[src/rtl/timer_pkg.sv]
// Shared types and defaults for the per-level countdown timer.
package timer_pkg;

  typedef enum logic [2:0] {
    IDLE,
    LOAD,
    RUN,
    EXPIRED,
    FROZEN
  } t_timer_st;

  localparam int unsigned DEF_CLK_HZ       = 31_500_000;
  localparam int unsigned DEF_LVL0_SECS    = 60;
  localparam int unsigned DEF_LVL1_SECS    = 45;
  localparam int unsigned DEF_PENALTY_SECS = 5;
  localparam int unsigned DEF_WARN_SECS    = 10;

  // Returns {tens, ones}; callers keep the value at or below 99.
  function automatic logic [7:0] bin2bcd(input logic [6:0] bin);
    return {4'(bin / 7'd10), 4'(bin % 7'd10)};
  endfunction

endpackage

[src/rtl/sec_prescaler.sv]
// Divides clk down to a one-cycle tick every CLK_HZ enabled cycles.
module sec_prescaler #(
  parameter int unsigned CLK_HZ = 31_500_000
) (
  input  logic clk,
  input  logic resetN,
  input  logic en_i,
  input  logic clr_i,
  output logic tick_o
);

  localparam int unsigned W = (CLK_HZ > 1) ? $clog2(CLK_HZ) : 1;
  localparam logic [W-1:0] LAST = W'(CLK_HZ - 1);

  logic [W-1:0] cnt_q, cnt_d;

  assign tick_o = en_i && (cnt_q == LAST);

  always_comb begin
    cnt_d = cnt_q;
    if (clr_i) begin
      cnt_d = '0;
    end else if (en_i) begin
      cnt_d = tick_o ? '0 : cnt_q + 1'b1;
    end
  end

  always_ff @(posedge clk or negedge resetN) begin
    if (!resetN) begin
      cnt_q <= '0;
    end else begin
      cnt_q <= cnt_d;
    end
  end

endmodule

[src/rtl/level_countdown_timer.sv]
// Level countdown timer: loads the level time, counts whole seconds down,
// applies hit penalties, and reports time-over, HUD digits and low-time warning.
module level_countdown_timer
  import timer_pkg::*;
#(
  parameter int unsigned CLK_HZ       = DEF_CLK_HZ,
  parameter int unsigned LVL0_SECS    = DEF_LVL0_SECS,
  parameter int unsigned LVL1_SECS    = DEF_LVL1_SECS,
  parameter int unsigned PENALTY_SECS = DEF_PENALTY_SECS,
  parameter int unsigned WARN_SECS    = DEF_WARN_SECS
) (
  input  logic       clk,
  input  logic       resetN,
  input  logic       start_timer,
  input  logic       lvl_indx,
  input  logic       freeze,
  input  logic       penalty,
  output logic       one_sec,
  output logic       tc,
  output logic [3:0] secs_tens,
  output logic [3:0] secs_ones,
  output logic       warn
);

  localparam logic [6:0] LVL0 = 7'(LVL0_SECS);
  localparam logic [6:0] LVL1 = 7'(LVL1_SECS);
  localparam logic [6:0] WARN = 7'(WARN_SECS);
  localparam logic [7:0] PEN  = 8'(PENALTY_SECS);

  t_timer_st  state_q;
  logic [6:0] secs_q, secs_d;
  logic       lvl_q;
  logic       one_sec_q;
  logic       tc_q;
  logic       count_en;
  logic       presc_clr;
  logic       tick;
  logic [7:0] dec;
  logic [7:0] bcd;

  // Counting happens only when no higher-priority RUN exit is taken this cycle.
  assign count_en  = (state_q == RUN) && !freeze && (lvl_indx == lvl_q) && start_timer;
  assign presc_clr = (state_q == LOAD);

  sec_prescaler #(
    .CLK_HZ(CLK_HZ)
  ) u_prescaler (
    .clk   (clk),
    .resetN(resetN),
    .en_i  (count_en),
    .clr_i (presc_clr),
    .tick_o(tick)
  );

  always_comb begin
    dec    = {7'd0, tick} + (penalty ? PEN : 8'd0);
    secs_d = (dec >= {1'b0, secs_q}) ? '0 : secs_q - dec[6:0];
  end

  always_ff @(posedge clk or negedge resetN) begin
    if (!resetN) begin
      state_q   <= IDLE;
      secs_q    <= '0;
      lvl_q     <= 1'b0;
      one_sec_q <= 1'b0;
      tc_q      <= 1'b0;
    end else begin
      one_sec_q <= 1'b0;
      tc_q      <= (state_q == EXPIRED);
      case (state_q)
        IDLE: begin
          if (start_timer) state_q <= LOAD;
        end
        LOAD: begin
          secs_q  <= lvl_indx ? LVL1 : LVL0;
          lvl_q   <= lvl_indx;
          state_q <= RUN;
        end
        RUN: begin
          if (freeze) begin
            state_q <= FROZEN;
          end else if (lvl_indx != lvl_q) begin
            state_q <= LOAD;
          end else if (!start_timer) begin
            state_q <= IDLE;
          end else begin
            secs_q    <= secs_d;
            one_sec_q <= tick;
            if (secs_d == '0) state_q <= EXPIRED;
          end
        end
        EXPIRED, FROZEN: ;
        default: state_q <= IDLE;
      endcase
    end
  end

  assign bcd       = bin2bcd(secs_q);
  assign secs_tens = bcd[7:4];
  assign secs_ones = bcd[3:0];
  assign one_sec   = one_sec_q;
  assign tc        = tc_q;
  assign warn      = (state_q == RUN) && (secs_q != '0) && (secs_q <= WARN);

endmodule
[config.mk]
export PLATFORM = sky130hd
export DESIGN_NAME = level_countdown_timer
export DESIGN_NICKNAME = d
export VERILOG_FILES = /design/src/rtl/timer_pkg.sv /design/src/rtl/sec_prescaler.sv /design/src/rtl/level_countdown_timer.sv
export SDC_FILE = /design/constraint.sdc
export NUM_CORES = 1
export LEC_CHECK = 0
export ABC_CLOCK_PERIOD_IN_PS = 5000
export CORE_MARGIN = 1.5
export CORE_UTILIZATION = 55
export DETAILED_ROUTE_END_ITERATION = 8
export PLACE_DENSITY = 0.79
export SLEW_MARGIN = 15
export SYNTH_ARGS = -nofsm -noshare
export SYNTH_HDL_FRONTEND = slang
export SYNTH_SLANG_ARGS = --single-unit
[constraint.sdc]
create_clock -name clk -period 5 [get_ports clk]
set_input_delay 0.5 -clock clk [delete_from_list [all_inputs] [get_ports clk]]
set_output_delay 0.5 -clock clk [all_outputs]
set_load 0.02 [all_outputs]
==> summary.txt, run 1 <==
Outcome
  – Status: finished, final reports clean

CTS
  – CTS H-tree depth: 2
  – Hold_buf cts: 0
  – CTS resizes: 0
  – Post-CTS Setup Bufs: 0
  – Clock Path Buffers: 2
  – CTS root buffer: clkbuf_8
  – Num CTS Buffers: 5
  – # clock sinks: 38
  – CTS tree: done
  – Clk_lat worst skew: 290 ps
  – Clock Pin Slew Worst Setup and Hold Paths: 80 ps

STA
  – Fin. Hold Viols: 0
  – Max-slew violations: 0
  – Worst Skew: 8.069 ps
  – Setup violations, final: 0
  – Worst-Margin Slew: ~860 ps
  – Final setup TNS: 0 ps
  – Minimum clock period: between 3000 and 4000 ps
  – Final hold slack: 305.9 ps
  – Period utilization: 77.07%
  – Relative slew margins: between 40% and 50%
  – Final worst setup slack: approximately 1100 ps
  – RSZ-0062 raised after global routing: no
  – Fmax: roughly 0.26 GHz

Synth
  – Synth top cells by count: nor2_1 (39), dfrtp_1 (38), nand2_1 (29)
  – Syn Nets: about 330
  – Largest area contributor in the netlist: dfrtp_1
  – Largest family of logic cells by synthesized area: simple AND/OR/NAND/NOR gates
  – Synth Area in Simple Gates: around 28%
  – Yosys reg bits: 38
  – Distinct cells, synth: 64
  – Ys flop type: dfrtp_1
  – Top post-synthesis cells by area: dfrtp_1 (35%), nor2_1 (5.4%), a21oi_1 (4.4%)
  – Syn Area/Cell: roughly 8.5 um2
  – Top-count cell post-synth: nor2_1
  – Compound-cell area share of the yosys netlist: approximately a fifth
  – Yosys warns: 0
  – Async SR Flop Fraction: 100.0%
  – Sequential fraction of the synthesis area: 35.09%
  – Fraction of the mapped netlist area in adder cells: under 10%
  – Mapped cell area: between 0.002 and 0.003 mm2
  – Area share of the largest cell type after synthesis: a little over a third
  – Fraction of synthesized cell area in xor and xnor cells: roughly 5.8%
  – Cells after synthesis: 319
  – Number of synthesized flops with an enable pin: 0
  – Post-synthesis mux area share: around 1.9%

Setup path
  – CP bufs+invs: 0
  – R2R depth: 13
  – Worst path max stage delay: about 760 ps
  – CP endpoint kind: flip-flop
  – Worst setup path class: reg2reg
  – Critical path cell sequence: ha_1 -> nand3_1 -> nor4_1 -> nand4b_1 -> nor2_1 -> ha_1 -> ha_1 -> fa_1 -> nor2b_1 -> nor3_1 -> xnor2_1 -> o41ai_1 -> a31o_2
  – Top delay family on crit path: simple AND/OR/NAND/NOR gates
  – Crit path top cell by count: ha_1
  – CP max-delay cell: nor4_1
  – Crit path DAT: between 4000 and 5000 ps
  – CP Depth: 13
  – CP max FO: 4
  – Data required time of the worst path: ~5200 ps
  – Startpoint Class: flip-flop

Floorplan
  – Die height: approximately 73 um
  – Die width: between 70 and 80 um
  – Initial Util: roughly 57%
  – Core Region: ~0.0047 mm2
  – Die area: ~0.0054 mm2
  – IO Count: 17
  – Row count: 25

Detailed routing
  – Router iterations before antenna repair: 5
  – DRC: 0
  – Vias per cell: 6.132
  – WL final: just under 6 mm
  – Avg WL per Cell: roughly 15 um
  – Initial DRC Count: between 200 and 250
  – Vias: about 2.4k
  – Antenna-violating nets left: 0

Place
  – Setup slack at placement: slightly above 1000 ps
  – PortBufs: 16
  – Final RePlAce weighted congestion: between 0.8 and 0.9
  – DP Cell Count: 385
  – Hpwl dp: about 4.1 mm

Global route
  – Total GRT Usage: 24.23%
  – Total global routing overflow: 0
  – Global-route wire length before repair: a little over 10 mm
  – Largest net degree at the start of global routing: 39
  – Number of global-route vias before repair: approximately 2.2k
  – Antenna violations before repair: 0

Cells and area
  – Layout cells sized above 1: 7.055%
  – Nets: approximately 340
  – Area Overhead vs Synth: 10.25%
  – Cell Count, Final, Fillers Out: slightly below 400
  – ANT cells: 0

Pwr
  – Leakage Power: between 1 and 1.5 nW
  – PD cells: between 400 and 500 mW/mm2
  – Max VDD drop: 0.3038 mV

Flow run
  – Max cap viols: 0

Worst hold path
  – Hold WC Path Type: in2async
[per-layer routing]
layer  up-vias  GRT usage [%]  share of wire [%]
met4         0          6.289                1.4
met3         9          2.901                5.3
met1      1141          37.62                 49
li1       1182              -                  -
met5         -              0                  0
met2        78          35.56                 44
[worst paths after layout]
check                                            startpoint                               end  slack [ps]
min reg2reg                               lvl_q$_DFFE_PN0P_                 lvl_q$_DFFE_PN0P_         510
max reg2reg                u_prescaler.cnt_q[0]$_DFFE_PN0P_            state_q[0]$_DFFE_PN0P_        1150
max in group asynchronous                            resetN  u_prescaler.cnt_q[5]$_DFFE_PN0P_        4170
min                                                  resetN             secs_q[0]$_DFFE_PN0P_         310
max                        u_prescaler.cnt_q[0]$_DFFE_PN0P_            state_q[0]$_DFFE_PN0P_        1150
min in group clk                          lvl_q$_DFFE_PN0P_                 lvl_q$_DFFE_PN0P_         510
[per-stage QoR]
stage,total power [mW],utilization [%],cell area (um2)
6_report,1.360,63.26,2988
5_1_grt,1.458,63.26,2988
4_1_cts,1.362,63.26,2988
3_5_place_dp,1.046,60.34,2850
3_3_place_gp,1.030,60.34,2850
2_1_floorplan,0.8871,-,2710
[cell type report]
cell class | count | area (um2)
Fill cell | 418 | 1735
Multi-Input combinational cell | 250 | 1608
Sequential cell | 38 | 950.9
Timing Repair Buffer | 16 | 155.1
Tap cell | 67 | 83.83
Clock buffer | 5 | 68.82
Clock inverter | 3 | 68.82
Inverter | 14 | 52.55
[where the power goes]
| part | leakage, nW | internal (mW) | switching (mW) |
|---|---|---|---|
| Combinational | 0.636 | 0.259 | 0.355 |
| Sequential | 0.508 | 0.343 | 0.0869 |
| Clock | 0.0683 | 0.200 | 0.116 |
[registers in the layout (all words and copies together) (netlist names)]
name	flops
lvl_q	1
secs_q	7
tc	1
u_prescaler.cnt_q	25
one_sec	1
state_q	3
[placed cells by master (no fill, tap or decap), types with 4 or more instances in the layout]
master	synthesis	routed
xnor2_1	5	5
o22ai_1	5	5
and3_1	5	5
a31oi_1	6	6
clkbuf_8	0	5
dfrtp_1	38	38
inv_1	14	14
nand3_1	10	10
ha_1	6	6
xor2_1	13	13
a21oi_1	24	24
nor3_1	6	6
nor2_1	39	39
nand2b_1	4	4
clkdlybuf4s50_1	0	15
nand3b_1	4	4
nand2_1	29	29
o21ai_0	10	10
nand4_1	14	14
or3_1	4	4
[worst reg2reg max path, stage by stage, from the launching register on]
cell and delay (ps):
dfrtp_1 390, ha_1 240, nand3_1 120, nor4_1 760, nand4b_1 280, nor2_1 150, ha_1 240, ha_1 200
fa_1 410, nor2b_1 180, nor3_1 110, xnor2_1 160, o41ai_1 360, a31o_2 190
[logic make-up (layout without fill, tap and decap cells)]
group	Yosys count	in the layout
compound gates	79	79
xor+xnor	18	18
fa+ha+maj	7	7
buf+inv	31	38
flops	38	38
mux	5	5
simple gates	141	141
No activity file was read; power rests on OpenSTA's default activity.
==> inputs of run 2 (changes only) <==
--- a/config.mk
+++ b/config.mk
@@ -5,7 +5,7 @@
 export SDC_FILE = /design/constraint.sdc
 export NUM_CORES = 1
 export LEC_CHECK = 0
-export ABC_CLOCK_PERIOD_IN_PS = 5000
+export ABC_CLOCK_PERIOD_IN_PS = 3700
 export CORE_MARGIN = 1.5
 export CORE_UTILIZATION = 55
 export DETAILED_ROUTE_END_ITERATION = 8
==> constraint.sdc (replaced) <==
create_clock -name clk -period 3.7 [get_ports clk]
set_input_delay 0.37 -clock clk [delete_from_list [all_inputs] [get_ports clk]]
set_output_delay 0.37 -clock clk [all_outputs]
set_load 0.02 [all_outputs]
==> summary.txt, run 2 (same netlist as run 1, synthesis figures left out) <==
CTS
  – Clk_lat worst skew: 300 ps (about the same)
  – CTS root buffer: clkbuf_8
  – Post-CTS Setup Bufs: 0 (unchanged)
  – CTS H-tree depth: 2 (unchanged)
  – # clock sinks: 38 (unchanged)
  – Num CTS Buffers: 5 (unchanged)
  – Clock Path Buffers: 2 (unchanged)
  – Hold_buf cts: 0 (unchanged)
  – Clock Pin Slew Worst Setup and Hold Paths: 80 ps (about the same)
  – CTS tree: done

Global route
  – GR Util met3: 4.558% (+1.7 points)
  – Global-route wire length before repair: 10.56 mm (+2.8%)
  – Grt peak-use layer: met1
  – Met1 GRT Util: 37.75% (+0.13 points)
  – Number of global-route vias before repair: 2,274 (+4.8%)
  – Total GRT Usage: 25.29% (+1.1 points)
  – Met2 Usage GRT: 37.37% (+1.8 points)
  – Antenna violations before repair: 0 (unchanged)
  – Total global routing overflow: 0 (unchanged)
  – Largest net degree at the start of global routing: 39 (unchanged)

Cells and area
  – Commonest non-fill, non-tap cell in the layout: nor2_1
  – Max reg flops: 25 (unchanged)
  – Top flop regs: u_prescaler.cnt_q (25), secs_q (7), state_q (3)
  – Nets: 349 (+3.3%)
  – Most frequent cells in the layout: nor2_1 (39), dfrtp_1 (37), nand2_1 (29)
  – Top reg by flops: u_prescaler.cnt_q
  – ANT cells: 0 (unchanged)
  – Area Overhead vs Synth: 13.43%
  – Final Util: 65.09% (+1.8 points)
  – Layout cells sized above 1: 10.68% (+3.6 points)

Detailed routing
  – Antenna-violating nets left: 0 (unchanged)
  – Vias: 2,472 (+2.6%)
  – DRC: 0 (unchanged)
  – WL final: 6.266 mm (+6.0%)
  – Router iterations before antenna repair: 6 (+1)
  – Vias per cell: 6.119 (-0.22%)
  – Initial DRC Count: 208 (-13%)
  – Avg WL per Cell: 15.51 um (+3.1%)

Setup path
  – CP endpoint kind: primary output
  – R2R depth: 13 (unchanged)
  – Startpoint Class: flip-flop
  – CP max FO: 16 (+12)
  – Worst setup path class: reg2out
  – Crit path DAT: 3080 ps (-1010 ps)
  – Data required time of the worst path: 3330 ps (-1900 ps)

Floorplan
  – Die area: 0.005358 mm2 (unchanged)
  – IO Count: 17 (unchanged)
  – Initial Util: 57.38% (unchanged)
  – Die width: 73.20 um (unchanged)
  – Row count: 25 (unchanged)
  – Core Region: 0.004723 mm2 (unchanged)
  – Die height: 73.20 um (unchanged)

Outcome
  – Status: finished, final reports clean

Pwr
  – Switching Fraction: 40.87% (-0.12 points)
  – PD cells: 622.9 mW/mm2 (+37%)
  – Max VDD drop: 0.5011 mV (+65%)
  – Combinational share of power: 49.8% (+4.6 points)
  – P_int: 1.132 mW (+41%)
  – Leakage Power: 1.267 nW (+4.5%)
  – Switch Pwr: 0.7827 mW (+40%)
  – Seq pwr share: 27.9% (-3.7 points)
  – Clock share of power: 22.3% (-0.9 points)

Place
  – Hpwl dp: 4.503 mm (+8.8%)
  – Final RePlAce weighted congestion: 0.8515 (-0.94%)
  – PortBufs: 16 (unchanged)

STA
  – Relative slew margins: 33.65% (-8.7 points)
  – Fmax: ~0.29 GHz
  – Final setup TNS: 0 ps (unchanged)
  – Minimum clock period: around 3500 ps
  – Fin. Hold Viols: 0 (unchanged)
  – Setup violations, final: 0 (unchanged)
  – Worst-Margin Slew: 993.1 ps (+136.7 ps)
  – Period utilization: between 90% and 100%
  – Max-slew violations: 0 (unchanged)
  – RSZ-0062 raised after global routing: no
  – Worst Skew: 10.74 ps (+2.668 ps)

Worst hold path
  – Hold WC Path Type: in2async

Flow run
  – Max cap viols: 0 (unchanged)
[run 2: changes by cell type in the layout (fill, tap and decap cells not counted), sizes merged]
cell,before,now
buf,1,12
[run 2: layer usage]
| layer | share of wire, % | vias to the layer above |
|---|---|---|
| li1 | - | 1209 |
| met5 | 0 | - |
| met3 | 5.8 | 8 |
| met4 | 1.1 | 0 |
| met1 | 47 | 1165 |
| met2 | 46 | 90 |
[run 2: critical path, cell delays in order, from the launching register on]
cell and delay, ps:
dfrtp_2 510, or4bb_1 530, o211a_1 150, o221ai_1 280, inv_1 80, ha_1 230, inv_1 70, a21oi_1 90
o22ai_1 190, clkdlybuf4s50_1 620
[run 2: area by class of cell]
class / count / area, um2
fill: 386 / 1649
multi-input combinational: 250 / 1610
sequential: 38 / 952.2
timing repair buffer: 27 / 237.7
tap: 67 / 83.83
clock buffer: 5 / 68.82
clock inverter: 3 / 68.82
inverter: 14 / 52.55
[run 2: what timing repair did]
action / in CTS / in global routing
endpoints found under the hold margin: 0 / 0
setup endpoints to repair: 0 / 3
gates resized for setup: 0 / 2
[run 2: path summary, 6_finish.rpt]
kind	startpoint	end	slack [ps]
worst max-delay path	secs_q[5]$_DFFE_PN0P_	secs_ones[1]	250
worst min-delay path	resetN	u_prescaler.cnt_q[5]$_DFFE_PN0P_	170
worst max register to register	u_prescaler.cnt_q[0]$_DFFE_PN0P_	state_q[0]$_DFFE_PN0P_	370
worst min register to register	u_prescaler.cnt_q[24]$_DFFE_PN0P_	u_prescaler.cnt_q[24]$_DFFE_PN0P_	510
max in group asynchronous	resetN	secs_q[5]$_DFFE_PN0P_	2970
min in group clk	u_prescaler.cnt_q[24]$_DFFE_PN0P_	u_prescaler.cnt_q[24]$_DFFE_PN0P_	510
[run 2: metrics by stage]
stage	setup slack (ps)	area, um2	instances	power, mW	hold WS, ps
2_1_floorplan	281.1	2710	319	1.199	74.41
3_3_place_gp	318.1	2933	396	1.458	489.6
3_5_place_dp	265.6	2933	396	1.484	483.9
4_1_cts	160.4	3070	404	1.914	200.3
5_1_grt	82.27	3074	404	2.045	253.4
6_report	249.7	3074	404	1.915	168.6
[run 2: power by group through the flow]
stage	Combinational [mW]	Clock, mW	Sequential, mW
after floorplan	0.683	0	0.516
after global placement	0.921	0	0.537
after detailed placement	0.944	0	0.540
after CTS	0.950	0.432	0.532
after global routing	1.05	0.453	0.544
final	0.953	0.427	0.535
==> inputs of run 3 (changes only) <==
--- a/config.mk
+++ b/config.mk
@@ -7,9 +7,9 @@
 export LEC_CHECK = 0
 export ABC_CLOCK_PERIOD_IN_PS = 3700
 export CORE_MARGIN = 1.5
-export CORE_UTILIZATION = 55
+export CORE_UTILIZATION = 49
 export DETAILED_ROUTE_END_ITERATION = 8
-export PLACE_DENSITY = 0.79
+export PLACE_DENSITY = 0.72
 export SLEW_MARGIN = 15
 export SYNTH_ARGS = -nofsm -noshare
 export SYNTH_HDL_FRONTEND = slang
==> summary.txt, run 3 (same netlist as run 1, synthesis figures left out) <==
Outcome
  – Status: finished, final reports clean

Setup path
  – Data required time of the worst path: 3930 ps (+600 ps)
  – R2R depth: 13 (unchanged)
  – Reg2reg setup slack: 330 ps (-40 ps)
  – CP max FO: 4 (-12)
  – CP endpoint kind: flip-flop
  – Crit path DAT: 3600 ps (+520 ps)
  – R2R Path End: state_q[0]$_DFFE_PN0P_
  – Startpoint Class: flip-flop
  – FF-to-FF Start: u_prescaler.cnt_q[0]$_DFFE_PN0P_
  – Worst Setup SP: u_prescaler.cnt_q[0]$_DFFE_PN0P_
  – Worst setup path class: reg2reg
  – CP endpoint: state_q[0]$_DFFE_PN0P_

Floorplan
  – Core Region: 0.005205 mm2 (+10%)
  – Die width: 77.37 um (+5.7%)
  – Initial Util: 52.07% (-5.3 points)
  – Row count: 26 (+4.0%)
  – IO Count: 17 (unchanged)
  – Die height: 77.37 um (+5.7%)
  – Die area: 0.005986 mm2 (+12%)

STA
  – Worst Skew: 6.113 ps (-4.624 ps)
  – Fmax: 0.2972 GHz (+2.5%)
  – Period utilization: 90.95% (-2.3 points)
  – Final setup TNS: 0 ps (unchanged)
  – Fin. Hold Viols: 0 (unchanged)
  – Setup violations, final: 0 (unchanged)
  – Worst-Margin Slew: 863.1 ps (-130.0 ps)
  – Minimum clock period: 3365 ps (-85.14 ps)
  – Relative slew margins: 42.46% (+8.8 points)
  – Max-slew violations: 0 (unchanged)
  – RSZ-0062 raised after global routing: no
  – Final worst setup slack: 334.8 ps (+85.14 ps)

Pwr
  – Max VDD drop: 0.4028 mV (-20%)
  – PD cells: 583.4 mW/mm2 (-6.3%)
  – Leakage Power: 1.255 nW (-0.98%)
  – Total power: 1.775 mW (-7.3%)

Place
  – PortBufs: 16 (unchanged)
  – Hpwl dp: 4.411 mm (-2.0%)
  – Final RePlAce weighted congestion: 0.8469 (-0.54%)
  – Setup slack at placement: 268.0 ps (+2.396 ps)
  – Placed cell area: 0.002952 mm2 (+0.64%)
  – DP Cell Count: 401 (+1.3%)

Detailed routing
  – Antenna-violating nets left: 0 (unchanged)
  – DRC: 0 (unchanged)
  – Vias: 2,445 (-1.1%)
  – Avg WL per Cell: 14.94 um (-3.7%)
  – Vias per cell: 5.978 (-2.3%)
  – WL final: 6.112 mm (-2.5%)
  – Router iterations before antenna repair: 4 (-2)
  – Initial DRC Count: 180 (-13%)

Global route
  – Met2 Usage GRT: 33.86% (-3.5 points)
  – Number of global-route vias before repair: 2,210 (-2.8%)
  – Met1 GRT Util: 31.50% (-6.3 points)
  – Largest net degree at the start of global routing: 39 (unchanged)
  – Global-route wire length before repair: 10.45 mm (-1.1%)
  – Antenna violations before repair: 0 (unchanged)
  – Grt peak-use layer: met2
  – Total global routing overflow: 0 (unchanged)
  – GR Util met3: 3.294% (-1.3 points)
  – Total GRT Usage: 21.75% (-3.5 points)

Cells and area
  – ANT cells: 0 (unchanged)
  – Nets: 351 (+0.57%)
  – Most frequent cells in the layout: nor2_1 (39), dfrtp_1 (38), nand2_1 (29)
  – Layout cells sized above 1: 10.32% (-0.36 points)
  – Commonest non-fill, non-tap cell in the layout: nor2_1
  – Cell Count, Final, Fillers Out: 409 (+1.2%)
  – Top reg by flops: u_prescaler.cnt_q
  – Top flop regs: u_prescaler.cnt_q (25), secs_q (7), state_q (3)
  – Max reg flops: 25 (unchanged)
  – Area Overhead vs Synth: 12.28%
  – Fin area: 0.003043 mm2 (-1.0%)

CTS
  – Clock Path Buffers: 2 (unchanged)
  – Post-CTS Setup Bufs: 0 (unchanged)
  – # clock sinks: 38 (unchanged)
  – CTS tree: done
  – Clk_lat worst skew: 290 ps (about the same)
  – Hold_buf cts: 0 (unchanged)
  – Clock Pin Slew Worst Setup and Hold Paths: 70 ps (about the same)
  – Num CTS Buffers: 5 (unchanged)
  – CTS root buffer: clkbuf_8
  – CTS resizes: 0 (unchanged)
  – CTS H-tree depth: 2 (unchanged)

Flow run
  – Max cap viols: 0 (unchanged)

Worst hold path
  – Hold WC Path Type: in2async
==> run 3: routing by layer <==
layer	routed length, um	vias up	part of all wire [%]
li1	-	1215	-
met1	3067	1160	50
met4	89	0	1.5
met2	2706	60	44
met3	249	10	4.1
met5	0	-	0
==> run 3: worst max-delay path, cell delays in order (launching register included) <==
cell      delay (ps)
dfrtp_1          400
ha_1             190
nand3_1          110
nor4_1           400
nand4b_1         240
nor2_1           140
ha_1             240
ha_1             210
fa_1             400
nor2b_1          170
nor3_1           120
xnor2_1          140
o41ai_1          360
a31o_2           190
==> run 3: area by class of cell <==
| cell class | instances | area [um2] |
|---|---|---|
| well taps | 70 | 87.58 |
| repair buffers | 29 | 252.7 |
| fillers | 475 | 2162 |
| flip-flops and latches | 38 | 950.9 |
| clock buffers | 7 | 86.33 |
| inverters | 14 | 52.55 |
| clock inverters | 1 | 5.005 |
| multi-input cells | 250 | 1608 |
==> run 3: per-stage QoR <==
step | hold WS [ps] | utilization [%]
detailed placement | 501.1 | 56.71
floorplan | 74.41 | -
global route | 252.8 | 58.46
finish | 180.4 | 58.46
global placement | 499.3 | 56.71
CTS | 214.3 | 58.46
==> run 3: how the worst min path moves through the flow <==
stage                                        endpoint  cells after the start  slack [ps]
detailed placement                  lvl_q$_DFFE_PN0P_                      2         500
CTS                                      tc$_DFF_PN0_                      1         210
floorplan                           lvl_q$_DFFE_PN0P_                      0          70
global route                             tc$_DFF_PN0_                      1         250
finish                                   tc$_DFF_PN0_                      1         180
global placement    u_prescaler.cnt_q[24]$_DFFE_PN0P_                      1         500
==> run 3: power breakdown <==
group	switching, mW	internal, mW
clock	0.143	0.150
sequential	0.0725	0.465
combinational	0.541	0.403
